===== config.mk =====
export PLATFORM = sky130hd
export DESIGN_NAME = ins_fetch_unit_flat
export DESIGN_NICKNAME = d
export VERILOG_FILES = /design/src/rtl/ins_fetch_unit_pkg.sv /design/src/rtl/ins_fetch_unit_if.sv /design/src/rtl/ins_fetch_unit.sv /design/src/flat_wrapper.sv
export SDC_FILE = /design/constraint.sdc
export NUM_CORES = 1
export LEC_CHECK = 0
export ABC_CLOCK_PERIOD_IN_PS = 5550
export BUFFER_PORTS_ARGS = -buffer_cell sky130_fd_sc_hd__buf_2
export CORE_MARGIN = 10
export CORE_UTILIZATION = 35
export DETAILED_ROUTE_END_ITERATION = 7
export GPL_TIMING_DRIVEN = 0
export SLEW_MARGIN = 10
export SYNTH_ARGS = -nofsm -noshare
export SYNTH_HDL_FRONTEND = slang
export SYNTH_SLANG_ARGS = --single-unit

===== constraint.sdc =====
create_clock -name CLK -period 5.55 [get_ports CLK]
set_input_delay 0.555 -clock CLK [delete_from_list [all_inputs] [get_ports CLK]]
set_output_delay 0.555 -clock CLK [all_outputs]
set_load 0.01 [all_outputs]

===== src/rtl/ins_fetch_unit_pkg.sv =====
// ins_fetch_unit shared types: fetch FSM encoding and word geometry.
// Used by ins_fetch_unit and its interface.
package ins_fetch_unit_pkg;

  localparam int BYTES_PER_WORD = 4;

  typedef enum logic [1:0] {
    IDLE = 2'd0,
    REQ  = 2'd1,
    DONE = 2'd2
  } fetch_state_t;

  // Big-endian lane: byte 0 lands in [31:24], byte 3 in [7:0].
  function automatic logic [4:0] byte_lsb(input logic [1:0] cnt);
    byte_lsb = 5'(8 * (BYTES_PER_WORD - 1 - int'(cnt)));
  endfunction

endpackage


===== src/rtl/ins_fetch_unit_if.sv =====
// ins_fetch_unit_if: control, memory and IR-side signals of the fetch unit.
// master = fetch engine, slave = control unit / memory / IR side.
interface ins_fetch_unit_if #(
  parameter int ADDR_W = 32
);
  logic              fetch_start;
  logic [ADDR_W-1:0] fetch_addr;
  logic              mem_req;
  logic [ADDR_W-1:0] mem_addr;
  logic              mem_ack;
  logic [7:0]        mem_byte;
  logic [31:0]       Ins_Data;
  logic              IRWre;
  logic              busy;
  logic              fault;

  modport master (
    input  fetch_start, fetch_addr,
    input  mem_ack, mem_byte,
    output mem_req, mem_addr,
    output Ins_Data, IRWre, busy, fault
  );

  modport slave (
    output fetch_start, fetch_addr,
    output mem_ack, mem_byte,
    input  mem_req, mem_addr,
    input  Ins_Data, IRWre, busy, fault
  );
endinterface


===== src/rtl/ins_fetch_unit.sv =====
// ins_fetch_unit: 4 big-endian byte reads -> 32-bit word + IRWre strobe.
// Optional macro FETCH_ALIGN_CHECK_EN rejects unaligned fetch_addr.
module ins_fetch_unit
  import ins_fetch_unit_pkg::*;
#(
  parameter int ADDR_W  = 32,
  parameter int TIMEOUT = 16
) (
  input  logic                   CLK,
  input  logic                   RST,
  ins_fetch_unit_if.master       bus
);

  localparam int WW = $clog2(TIMEOUT + 1);

  fetch_state_t      state_q;
  logic [1:0]        cnt_q;
  logic [WW-1:0]     wait_q;
  logic [31:0]       buf_q;
  logic [31:0]       ins_q;
  logic              irwre_q;
  logic              req_q;
  logic [ADDR_W-1:0] addr_q;
  logic              busy_q;
  logic              fault_q;
  logic              start_ok;

`ifdef FETCH_ALIGN_CHECK_EN
  assign start_ok = (bus.fetch_addr[1:0] == 2'b00);
`else
  assign start_ok = 1'b1;
`endif

  assign bus.mem_req  = req_q;
  assign bus.mem_addr = addr_q;
  assign bus.Ins_Data = ins_q;
  assign bus.IRWre    = irwre_q;
  assign bus.busy     = busy_q;
  assign bus.fault    = fault_q;

  // Fetch FSM: collects bytes, times out stalled reads, strobes IR.
  always_ff @(posedge CLK or posedge RST) begin
    if (RST) begin
      state_q <= IDLE;
      cnt_q   <= '0;
      wait_q  <= '0;
      buf_q   <= '0;
      ins_q   <= '0;
      irwre_q <= 1'b0;
      req_q   <= 1'b0;
      addr_q  <= '0;
      busy_q  <= 1'b0;
      fault_q <= 1'b0;
    end else begin
      irwre_q <= 1'b0;
      unique case (state_q)
        IDLE: begin
          if (bus.fetch_start) begin
            if (start_ok) begin
              fault_q <= 1'b0;
              req_q   <= 1'b1;
              addr_q  <= bus.fetch_addr;
              cnt_q   <= '0;
              wait_q  <= '0;
              busy_q  <= 1'b1;
              state_q <= REQ;
            end else begin
              fault_q <= 1'b1;
            end
          end
        end
        REQ: begin
          if (bus.mem_ack) begin
            buf_q[byte_lsb(cnt_q) +: 8] <= bus.mem_byte;
            cnt_q  <= cnt_q + 2'd1;
            wait_q <= '0;
            addr_q <= addr_q + ADDR_W'(1);
            if (cnt_q == 2'd3) begin
              req_q   <= 1'b0;
              state_q <= DONE;
            end
          end else if (wait_q == WW'(TIMEOUT - 1)) begin
            fault_q <= 1'b1;
            req_q   <= 1'b0;
            busy_q  <= 1'b0;
            wait_q  <= '0;
            state_q <= IDLE;
          end else begin
            wait_q <= wait_q + WW'(1);
          end
        end
        DONE: begin
          ins_q   <= buf_q;
          irwre_q <= 1'b1;
          busy_q  <= 1'b0;
          state_q <= IDLE;
        end
        default: begin
          req_q   <= 1'b0;
          busy_q  <= 1'b0;
          state_q <= IDLE;
        end
      endcase
    end
  end

endmodule


===== src/flat_wrapper.sv =====
// flat-port wrapper written by rule: the top's interface ports become plain ports
module ins_fetch_unit_flat import ins_fetch_unit_pkg::*;
#(
  parameter int ADDR_W  = 32,
  parameter int TIMEOUT = 16
)
  (CLK, RST, bus_fetch_start, bus_fetch_addr, bus_mem_ack, bus_mem_byte, bus_mem_req, bus_mem_addr, bus_Ins_Data, bus_IRWre, bus_busy, bus_fault);
  ins_fetch_unit_if #(.ADDR_W(ADDR_W)) bus_i ();
  input  logic CLK;
  input  logic RST;
  input wire logic [$bits(bus_i.fetch_start)-1:0] bus_fetch_start;
  input wire logic [$bits(bus_i.fetch_addr)-1:0] bus_fetch_addr;
  input wire logic [$bits(bus_i.mem_ack)-1:0] bus_mem_ack;
  input wire logic [$bits(bus_i.mem_byte)-1:0] bus_mem_byte;
  output wire logic [$bits(bus_i.mem_req)-1:0] bus_mem_req;
  output wire logic [$bits(bus_i.mem_addr)-1:0] bus_mem_addr;
  output wire logic [$bits(bus_i.Ins_Data)-1:0] bus_Ins_Data;
  output wire logic [$bits(bus_i.IRWre)-1:0] bus_IRWre;
  output wire logic [$bits(bus_i.busy)-1:0] bus_busy;
  output wire logic [$bits(bus_i.fault)-1:0] bus_fault;
  assign bus_i.fetch_start = bus_fetch_start;
  assign bus_i.fetch_addr = bus_fetch_addr;
  assign bus_i.mem_ack = bus_mem_ack;
  assign bus_i.mem_byte = bus_mem_byte;
  assign bus_mem_req = bus_i.mem_req;
  assign bus_mem_addr = bus_i.mem_addr;
  assign bus_Ins_Data = bus_i.Ins_Data;
  assign bus_IRWre = bus_i.IRWre;
  assign bus_busy = bus_i.busy;
  assign bus_fault = bus_i.fault;
  ins_fetch_unit #(.ADDR_W(ADDR_W), .TIMEOUT(TIMEOUT)) u_core (.CLK(CLK), .RST(RST), .bus(bus_i));
endmodule

==> results of run 1 <==
-- per-layer routing --
metal | wire length, um | GRT usage | part of all wire
met3 | 1330 | 0.0481 | 0.087
met4 | 245 | 0.0570 | 0.016
met5 | 0 | 0 | 0
met2 | 6990 | 0.234 | 0.46
met1 | 6670 | 0.192 | 0.44
-- cells by family (layout without fill, tap and decap cells) --
family | after synthesis | in the layout | share of synthesized area
simple gates | 215 | 215 | 0.200
fa+ha+maj | 7 | 7 | 0.0168
compound gates | 141 | 141 | 0.162
flops | 109 | 109 | 0.522
buf+inv | 37 | 164 | 0.0304
mux | 32 | 32 | 0.0689
-- sequential cells by signal, indices dropped and copies added (netlist names) --
signal / flops
u_core.buf_q: 32
u_core.bus.mem_req: 1
u_core.bus.fault: 1
u_core.cnt_q: 2
u_core.bus.mem_addr: 32
u_core.bus.busy: 1
u_core.wait_q: 5
u_core.bus.IRWre: 1
u_core.bus.Ins_Data: 32
u_core.state_q: 2
-- synth_stat cells, types with 6 or more instances --
library cell	number	area share
nor2_1	21	0.015
dfrtp_1	109	0.52
nor3_1	6	0.0057
o22a_1	8	0.013
inv_1	6	0.0043
nand4_1	10	0.012
nand2_1	110	0.079
ha_1	7	0.017
mux2_2	32	0.069
a21oi_1	36	0.034
and3_1	11	0.013
clkbuf_1	25	0.018
o21ai_0	57	0.055
nand3_1	21	0.020
o22ai_1	7	0.0084
-- stage by stage --
| step | instances | area [um2] | utilization | power [uW] |
|---|---|---|---|---|
| final | 852 | 6340 | 0.435 | 3270 |
| after global routing | 852 | 6340 | 0.435 | 3520 |
| after CTS | 852 | 6340 | 0.435 | 3300 |
| after detailed placement | 836 | 6040 | 0.414 | 2630 |
| after global placement | 835 | 6010 | 0.412 | 2590 |
| after floorplan | 541 | 5230 | - | 2110 |
-- worst reg2reg max path, cell delays in order (launching register included) --
cell,delay (ps)
dfrtp_1,360
buf_2,160
nand2b_1,190
a21oi_1,610
clkbuf_1,490
buf_2,360
a21oi_1,110
-- placed cells by master (no fill, tap or decap), types with 3 or more instances in the layout --
cell / synthesis / final
buf_2: 4 / 114
nand2_1: 110 / 110
dfrtp_1: 109 / 109
o21ai_0: 57 / 57
a21oi_1: 36 / 36
mux2_2: 32 / 32
clkbuf_1: 25 / 25
nand3_1: 21 / 21
nor2_1: 21 / 21
and3_1: 11 / 11
nand4_1: 10 / 10
clkbuf_16: 0 / 9
o22a_1: 8 / 8
o22ai_1: 7 / 7
ha_1: 7 / 7
nor3_1: 6 / 6
a31oi_1: 5 / 5
a2bb2oi_1: 5 / 5
o211ai_1: 5 / 5
inv_1: 6 / 5
nand2b_1: 4 / 4
and4_1: 4 / 4
and3_2: 4 / 4
inv_6: 0 / 4
nor2b_1: 3 / 3
and2_1: 3 / 3
-- power by group through the flow --
stage	clock network (uW)	registers [uW]	logic, uW
6_report	658	1310	1310
5_1_grt	705	1360	1460
4_1_cts	677	1300	1320
3_5_place_dp	0	1320	1320
3_3_place_gp	0	1300	1290
2_1_floorplan	0	1340	773
-- final timing paths --
kind | startpoint | endpoint | slack, ps | cells past startpoint
worst max-delay path | u_core.state_q[0] | u_core.bus.mem_addr[5] | 3140 | 6
worst min-delay path | RST | u_core.bus.busy | 220 | 2
worst max register to register | u_core.state_q[0] | u_core.bus.mem_addr[5] | 3140 | 6
worst min register to register | u_core.buf_q[25] | u_core.buf_q[25] | 480 | 2
max in group asynchronous | RST | u_core.bus.Ins_Data[24] | 4670 | 3
min in group CLK | bus_fetch_addr[0] | u_core.bus.mem_addr[0] | 410 | 3
-- final cells by class --
cell class | count | area, um2
Sequential cell | 109 | 2730
Clock inverter | 6 | 62.6
Clock buffer | 10 | 239
Inverter | 6 | 27.5
Multi-Input combinational cell | 395 | 2340
Fill cell | 1428 | 8250
Timing Repair Buffer | 111 | 578
Buffer | 31 | 136
Tap cell | 184 | 230
==> flow_metrics.tcl, run 1 <==
set metrics [dict create \
    gr-usage-all-layers 0.151 \
    firstDrtPassIters 6 \
    grt_pass1_wl_um 24800 \
    crit_required_ps 5780 \
    coreArea_um2 14600 \
    layout-drive-gt1-share 0.271 \
    crit_chain "buf_2, nand2b_1, a21oi_1, clkbuf_1, buf_2, a21oi_1" \
    slew-limit-headroom 0.444 \
    drv_cap 0 \
    clkPwrFrac 0.201 \
    timing_hold_violations_final 0 \
    worst_ep_arrival_time_ps 2640 \
    synth-edff-count 0 \
    ir_worst_vdd_uv 244 \
    grt_overflow 0 \
    grt_max_degree 66 \
    root_buffer "clkbuf_16" \
    rsz0062_at_grt "no" \
    syn2layout_area_growth_pct 21.3 \
    dieArea_um2 20200 \
    place_hpwl_um 11200 \
    cts_resized 0 \
    fmax_ghz 0.415 \
    die_x_um 142 \
    antenna_found_initial 0 \
    postCtsHoldBufs 0 \
    cts_tree "done" \
    drc 0 \
    status "finished, final reports clean" \
    vias_per_cell 5.43 \
    start_util 0.358 \
    insertion_delay_ps 360 \
    power_density_nw_per_um2 516 \
    skew_ps 11.2 \
    n_antenna_cell 0 \
    ctsHtreeMaxLevel 3 \
    leakage_uw 0.00301 \
    fp-row-count 44 \
    maxSlewViolCount 0 \
    worst_pin_slew_ps 832 \
    synth-main-ff-cell "dfrtp_1" \
    postCtsSetupBuffers 0 \
    crit_slowest_cell "a21oi_1" \
    clk_pin_slew_worst_paths_ps 80 \
    die_h_um 142 \
    via_count 4626 \
    finalSetupViolations 0 \
    io_buffers 110 \
    wl_per_cell_um 17.9 \
    ant_nets 0 \
    cts_inserted_buffers 9 \
    fin_nets 714 \
    period_share 0.434 \
    critPathKind "register to register" \
    drt_iter0_markers 477 \
    worstSetupStartpointType "register" \
    p_int_uw 1890 \
    globalplace.congestion 0.861 \
    p_sw_uw 1380 \
    p_comb_frac 0.399 \
    grt_pass1_vias 4818 \
    cts_buffer_depth 2 \
    async_flop_share 1.00 \
    cp_top_family "buffers and inverters" \
    seq_power_share 0.400 \
    slowest_delay_ps 610 \
    synth_seq_cells 109 \
    switching_share 0.422 \
    fin_tns_setup_ps 0 \
    cp_max_fo 10 \
    min_path_type "input port to asynchronous set/reset pin" \
    netlist_area_um2 5230 \
    post-place-ws_ps 2850 \
    avgSynthCellArea_um2 9.66 \
    ios 112 \
    ys_types 51 \
    worst_slack_ps 3140 \
    syn_inst 541 \
    setup.worst_path.end_class "register" \
    clock_sinks 109 \
    yosys_warnings 0 \
    whs_ps 216 \
    synth_seq_area_share 0.522 \
    wl_um 15200 \
    crit_buf_inv 3 \
    min_period_ps 2410 \
    synth_nets 592 \
]
Note: power is estimated with default switching activity, not from simulation.
==> run 2, diff against run 1 <==
--- a/config.mk
+++ b/config.mk
@@ -5,7 +5,8 @@
 export SDC_FILE = /design/constraint.sdc
 export NUM_CORES = 1
 export LEC_CHECK = 0
-export ABC_CLOCK_PERIOD_IN_PS = 5550
+export ABC_AREA = 1
+export ABC_CLOCK_PERIOD_IN_PS = 2250
 export BUFFER_PORTS_ARGS = -buffer_cell sky130_fd_sc_hd__buf_2
 export CORE_MARGIN = 10
 export CORE_UTILIZATION = 35
==> constraint.sdc (replaced) <==
create_clock -name CLK -period 2.25 [get_ports CLK]
set_input_delay 0.225 -clock CLK [delete_from_list [all_inputs] [get_ports CLK]]
set_output_delay 0.225 -clock CLK [all_outputs]
set_load 0.01 [all_outputs]
==> run 2 against run 1 <==
Hold slack worse by 99 ps. Critical path type unchanged. Clock-buffer cell count is 1 lower. Sequential share of layout area shrank 3.7 points. Clock skew is essentially flat.
==> flow_metrics.tcl, run 2 <==
set metrics [dict create \
    die_h_um 148 \
    timing_hold_violations_final 0 \
    synth_top_cell_area_share 0.478 \
    clk_pin_slew_worst_paths_ps 90 \
    antenna_found_initial 0 \
    min_path_type "input port to register" \
    ios 112 \
    leakage_uw 0.00344 \
    synth_most_common_cell "nand2_1" \
    maxSlewViolCount 0 \
    synth_seq_area_share 0.478 \
    async_flop_share 1.00 \
    drc 0 \
    finalSetupViolations 0 \
    vias_per_cell 4.81 \
    n_antenna_cell 0 \
    final_util 0.435 \
    slew-limit-headroom 0.575 \
    die_x_um 148 \
    ir_worst_vdd_uv 533 \
    synth_seq_cells 109 \
    crit_path_start "u_core.cnt_q[1]" \
    cp_max_fo 10 \
    synth_area_leaders "dfrtp_1, nand2_1, o21ai_0" \
    netlist_area_um2 5710 \
    globalplace.congestion 0.876 \
    layout-drive-gt1-share 0.204 \
    synth_top_area_cell "dfrtp_1" \
    ant_nets 0 \
    cts_buffer_depth 2 \
    syn2layout_area_growth_pct 21.5 \
    drv_cap 0 \
    cts_tree "done" \
    synth_nets 790 \
    n_fill_cell 1677 \
    ctsHtreeMaxLevel 3 \
    dieArea_um2 21800 \
    clock_sinks 109 \
    root_buffer "clkbuf_16" \
    worst_ep_arrival_time_ps 2190 \
    drt_iter0_markers 372 \
    layout_commonest_cell "nand2_1" \
    cts_inserted_buffers 9 \
    start_util 0.358 \
    min_path_cells 3 \
    grt_max_degree 37 \
    reg2regPathDepth 8 \
    skew_ps 11.5 \
    fin_nets 917 \
    crit_required_ps 2530 \
    grt_pass1_vias 5103 \
    wl_per_cell_um 15.1 \
    coreArea_um2 15900 \
    via_count 5232 \
    grt_pass1_wl_um 26900 \
    io_buffers 111 \
    synth-main-ff-cell "dfrtp_1" \
    ys_types 33 \
    synth_common_cells "nand2_1, dfrtp_1, nor2_1, inv_1, o21ai_0" \
    insertion_delay_ps 370 \
    status "finished, final reports clean" \
    period_share 0.846 \
    avgSynthCellArea_um2 7.72 \
    rr_startpoint "u_core.cnt_q[1]" \
    wl_um 16400 \
    fmax_ghz 0.525 \
    setup.worst_path.end_class "register" \
    syn_inst 739 \
    synth-edff-count 0 \
    critPathKind "register to register" \
    gr-usage-all-layers 0.152 \
    hp-start "bus_fetch_addr[1]" \
    fin_tns_setup_ps 0 \
    place_hpwl_um 12800 \
    worstSetupStartpointType "register" \
    yosys_warnings 0 \
    min_period_ps 1900 \
    rsz0062_at_grt "no" \
    fp-row-count 46 \
    grt_overflow 0 \
    power_density_nw_per_um2 1320 \
    worst_pin_slew_ps 636 \
    final_cell_mix "nand2_1, buf_2, dfrtp_1" \
    firstDrtPassIters 5 \
]
[run 2: changes by cell type in the layout (fill, tap and decap cells not counted), moves of 8 or more]
cell / previous run / this run
nand2_1: 110 / 192
inv_1: 5 / 82
nor2_1: 21 / 91
mux2_2: 32 / 0
nand3_1: 21 / 47
a21oi_1: 36 / 12
nand4_1: 10 / 32
clkbuf_1: 25 / 9
o21ai_0: 57 / 73
and3_1: 11 / 0
o21ai_1: 0 / 9
buf_2: 114 / 122
o22a_1: 8 / 0
[run 2: layout make-up]
class | count | area, um2 | share of cell area
clock inverter | 7 | 87.6 | 0.0126
clock buffer | 9 | 225 | 0.0325
timing repair buffer | 117 | 641 | 0.0924
tap | 216 | 270 | 0.0390
sequential | 109 | 2730 | 0.394
multi-input combinational | 513 | 2480 | 0.358
inverter | 89 | 347 | 0.0500
buffer | 27 | 153 | 0.0220
[run 2: logic make-up (layout without fill, tap and decap cells)]
group | count (synthesis) | after routing | synth area share
compound gates | 111 | 111 | 0.104
xor+xnor | 4 | 4 | 0.00614
fa+ha+maj | 7 | 7 | 0.0154
buf+inv | 117 | 249 | 0.0868
flops | 109 | 109 | 0.478
simple gates | 391 | 391 | 0.309
[run 2: final timing paths]
| path | endpoint | slack (ps) |
|---|---|---|
| setup / recovery | u_core.buf_q[17] | 350 |
| hold / removal | u_core.bus.mem_addr[1] | 120 |
| setup reg to reg | u_core.buf_q[17] | 350 |
| hold reg to reg | u_core.bus.mem_req | 480 |
| max in group asynchronous | u_core.bus.Ins_Data[2] | 860 |
| min in group asynchronous | u_core.bus.mem_addr[0] | 410 |
[run 2: routing by layer]
layer | routed length, um | vias to the layer above | GRT usage
li1 | - | 2643 | -
met2 | 7290 | 157 | 0.233
met1 | 7500 | 2412 | 0.204
met4 | 216 | 0 | 0.0446
met5 | 0 | - | 0
met3 | 1370 | 20 | 0.0437
[run 2: power breakdown]
part	internal [uW]	switching, uW
combinational	1440	2620
sequential	2760	678
clock	806	859
total	5000	4160
[run 2: worst max-delay path, stage by stage, from the launching register on]
cell        delay, ps
dfrtp_1           420
inv_1             100
ha_1              270
buf_2             210
clkinvlp_4        200
nor2_1            160
buf_2             220
nand4_1           120
o21ai_0           110
[run 2: metrics by stage]
| step | cells | total power, uW | instance area (um2) | setup slack, ps | hold slack (ps) |
|---|---|---|---|---|---|
| finish | 1087 | 9160 | 6930 | 347 | 117 |
| detailed placement | 1069 | 7540 | 6600 | -167 | 266 |
| global route | 1087 | 10000 | 6930 | 111 | 141 |
| floorplan | 739 | 6030 | 5710 | 261 | 380 |
| CTS | 1086 | 9230 | 6920 | 35.8 | 110 |
| global placement | 1066 | 7450 | 6540 | -162 | 453 |
[run 2: repair_timing]
item | 4_1_cts | 5_1_grt
setup endpoints to repair | 10 | 10
setup buffers | 0 | 2
hold buffers | 1 | 0
endpoints found under the hold margin | 18 | 0
gates resized for setup | 2 | 1
pin swaps | 0 | 0
==> run 3, diff against run 2 <==
--- a/config.mk
+++ b/config.mk
@@ -6,7 +6,7 @@
 export NUM_CORES = 1
 export LEC_CHECK = 0
 export ABC_AREA = 1
-export ABC_CLOCK_PERIOD_IN_PS = 2250
+export ABC_CLOCK_PERIOD_IN_PS = 1800
 export BUFFER_PORTS_ARGS = -buffer_cell sky130_fd_sc_hd__buf_2
 export CORE_MARGIN = 10
 export CORE_UTILIZATION = 35
==> constraint.sdc (replaced) <==
create_clock -name CLK -period 1.8 [get_ports CLK]
set_input_delay 0.18 -clock CLK [delete_from_list [all_inputs] [get_ports CLK]]
set_output_delay 0.18 -clock CLK [all_outputs]
set_load 0.01 [all_outputs]
==> run 3 against run 2 <==
Clock skew decreased by 1.8 ps. Register-to-register slack got worse by 230 ps. Setup slack got worse by 230 ps. Clock power increased by 28%. Sequential cell count unchanged. Via count increased by 0.46%. Final cell count unchanged. Clock-buffer cell count unchanged. Hold slack got worse by 37 ps. Combinational power increased by 29%.
==> flow_metrics.tcl, run 3 (synthesized netlist as in run 2, its figures left out) <==
set metrics [dict create \
    cp_common_cell "buf_6" \
    worst_pin_slew_ps 569 \
    antenna_found_initial 0 \
    grt_overflow 0 \
    final_cell_mix "nand2_1, buf_2, dfrtp_1" \
    firstDrtPassIters 4 \
    grt_pass1_vias 5136 \
    fin_nets 917 \
    fmax_ghz 0.594 \
    post-place-cells 1069 \
    grt_max_degree 37 \
    grtUsageMet1 0.204 \
    place_hpwl_um 12900 \
    finalSetupViolations 0 \
    crit_required_ps 2100 \
    setup.worst_path.end_class "register" \
    cts_inserted_buffers 9 \
    die_x_um 148 \
    via_count 5256 \
    final_util 0.438 \
    slew-limit-headroom 0.620 \
    globalplace.congestion 0.887 \
    cp_top_family "buffers and inverters" \
    clock_sinks 109 \
    ios 112 \
    worst_ep_arrival_time_ps 1990 \
    cp_max_fo 10 \
    insertion_delay_ps 370 \
    syn2layout_area_growth_pct 22.5 \
    leakage_uw 0.00346 \
    n_antenna_cell 0 \
    drv_cap 0 \
    die_h_um 148 \
    cts_buffer_depth 2 \
    ctsHtreeMaxLevel 3 \
    grt_use_met3 0.0354 \
    crit_slowest_cell "dfrtp_2" \
    power_density_nw_per_um2 1670 \
    clk_pin_slew_worst_paths_ps 90 \
    grt_pass1_wl_um 27200 \
    busiest_layer "met2" \
    finalNonFillerCells 1087 \
    layout-drive-gt1-share 0.210 \
    io_buffers 111 \
    coreArea_um2 15900 \
    cts_tree "done" \
    drc 0 \
    wl_per_cell_um 15.3 \
    gr-usage-all-layers 0.153 \
    slowest_delay_ps 390 \
    wl_um 16700 \
    timing_hold_violations_final 0 \
    ant_nets 0 \
    min_path_type "input port to register" \
    min_period_ps 1680 \
    period_share 0.936 \
    layout_commonest_cell "nand2_1" \
    drt_iter0_markers 362 \
    dieArea_um2 21800 \
    maxSlewViolCount 0 \
    vias_per_cell 4.84 \
    fp-row-count 46 \
    status "finished, final reports clean" \
    p_total_uw 11600 \
    root_buffer "clkbuf_16" \
    start_util 0.358 \
    crit_buf_inv 5 \
    critPathKind "register to register" \
    skew_ps 9.63 \
    crit_chain "buf_6, inv_1, ha_1, buf_6, clkinv_4, nor2_2, buf_6, nand4_1, o21ai_1" \
    grtUsageMet2 0.243 \
    worstSetupStartpointType "register" \
    ir_worst_vdd_uv 577 \
]
==> run 3: cell count changes in the layout (fill, tap and decap cells not counted), moves of 2 or more <==
cell and delta:
nor2_1 -4, nor2_2 +4, clkinvlp_4 -2, buf_2 -2
clkinv_8 +2, buf_6 +3
==> run 3: layout make-up <==
type | count | area [um2]
Sequential cell | 109 | 2730
Fill cell | 1621 | 8950
Clock inverter | 7 | 104
Multi-Input combinational cell | 513 | 2490
Timing Repair Buffer | 116 | 641
Buffer | 28 | 176
Inverter | 89 | 348
Tap cell | 216 | 270
Clock buffer | 9 | 225
==> run 3: report_power, final <==
group / total [uW] / switching, uW / internal (uW) / leakage [uW]
Sequential: 4290 / 838 / 3450 / 0.00141
Combinational: 5220 / 3350 / 1870 / 0.00189
Clock: 2140 / 1110 / 1030 / 0.000158
==> run 3: worst reg2reg max path, delay by kind of cell, from the launching register on <==
family                     cells  cell delay [ps]
buffers and inverters          5              590
DFF                            1              390
adders and majority gates      1              300
and+or+nand+nor                2              230
AOI/OAI and AO/OA              1              110
==> run 3: routing by layer <==
layer	routed length (um)	vias to the layer above
li1	-	2633
met1	7870	2459
met2	7590	144
met3	951	20
met4	254	0
met5	0	-
==> run 3: through the flow <==
stage / TNS (ps) / hold slack [ps] / instance area (um2) / setup slack, ps
3_5_place_dp: -4540 / 277 / 6610 / -323
3_3_place_gp: -60360 / 452 / 6540 / -525
4_1_cts: 0 / 73.1 / 6970 / 3.50
6_report: 0 / 79.2 / 6990 / 115
5_1_grt: -15.9 / 101 / 6990 / -13.2
2_1_floorplan: 0 / 335 / 5710 / 17.2
==> run 3: path summary, 6_finish.rpt <==
path	startpoint	to	slack, ps	cells past startpoint
setup / recovery	u_core.cnt_q[0]	u_core.buf_q[16]	120	9
hold / removal	bus_fetch_addr[1]	u_core.bus.mem_addr[1]	80	3
setup reg to reg	u_core.cnt_q[0]	u_core.buf_q[16]	120	9
hold reg to reg	u_core.bus.mem_req	u_core.bus.mem_req	470	2
max in group asynchronous	RST	u_core.bus.mem_addr[31]	570	5
min in group asynchronous	RST	u_core.wait_q[0]	410	3
==> run 3: timing repair <==
| action | in CTS | in global routing |
|---|---|---|
| resized for setup | 5 | 9 |
| buffers inserted | 1 | 0 |
| hold endpoints to repair | 20 | 0 |
| pin swaps | 0 | 1 |
| hold buffers | 1 | 0 |
| endpoints found under the setup margin | 19 | 20 |
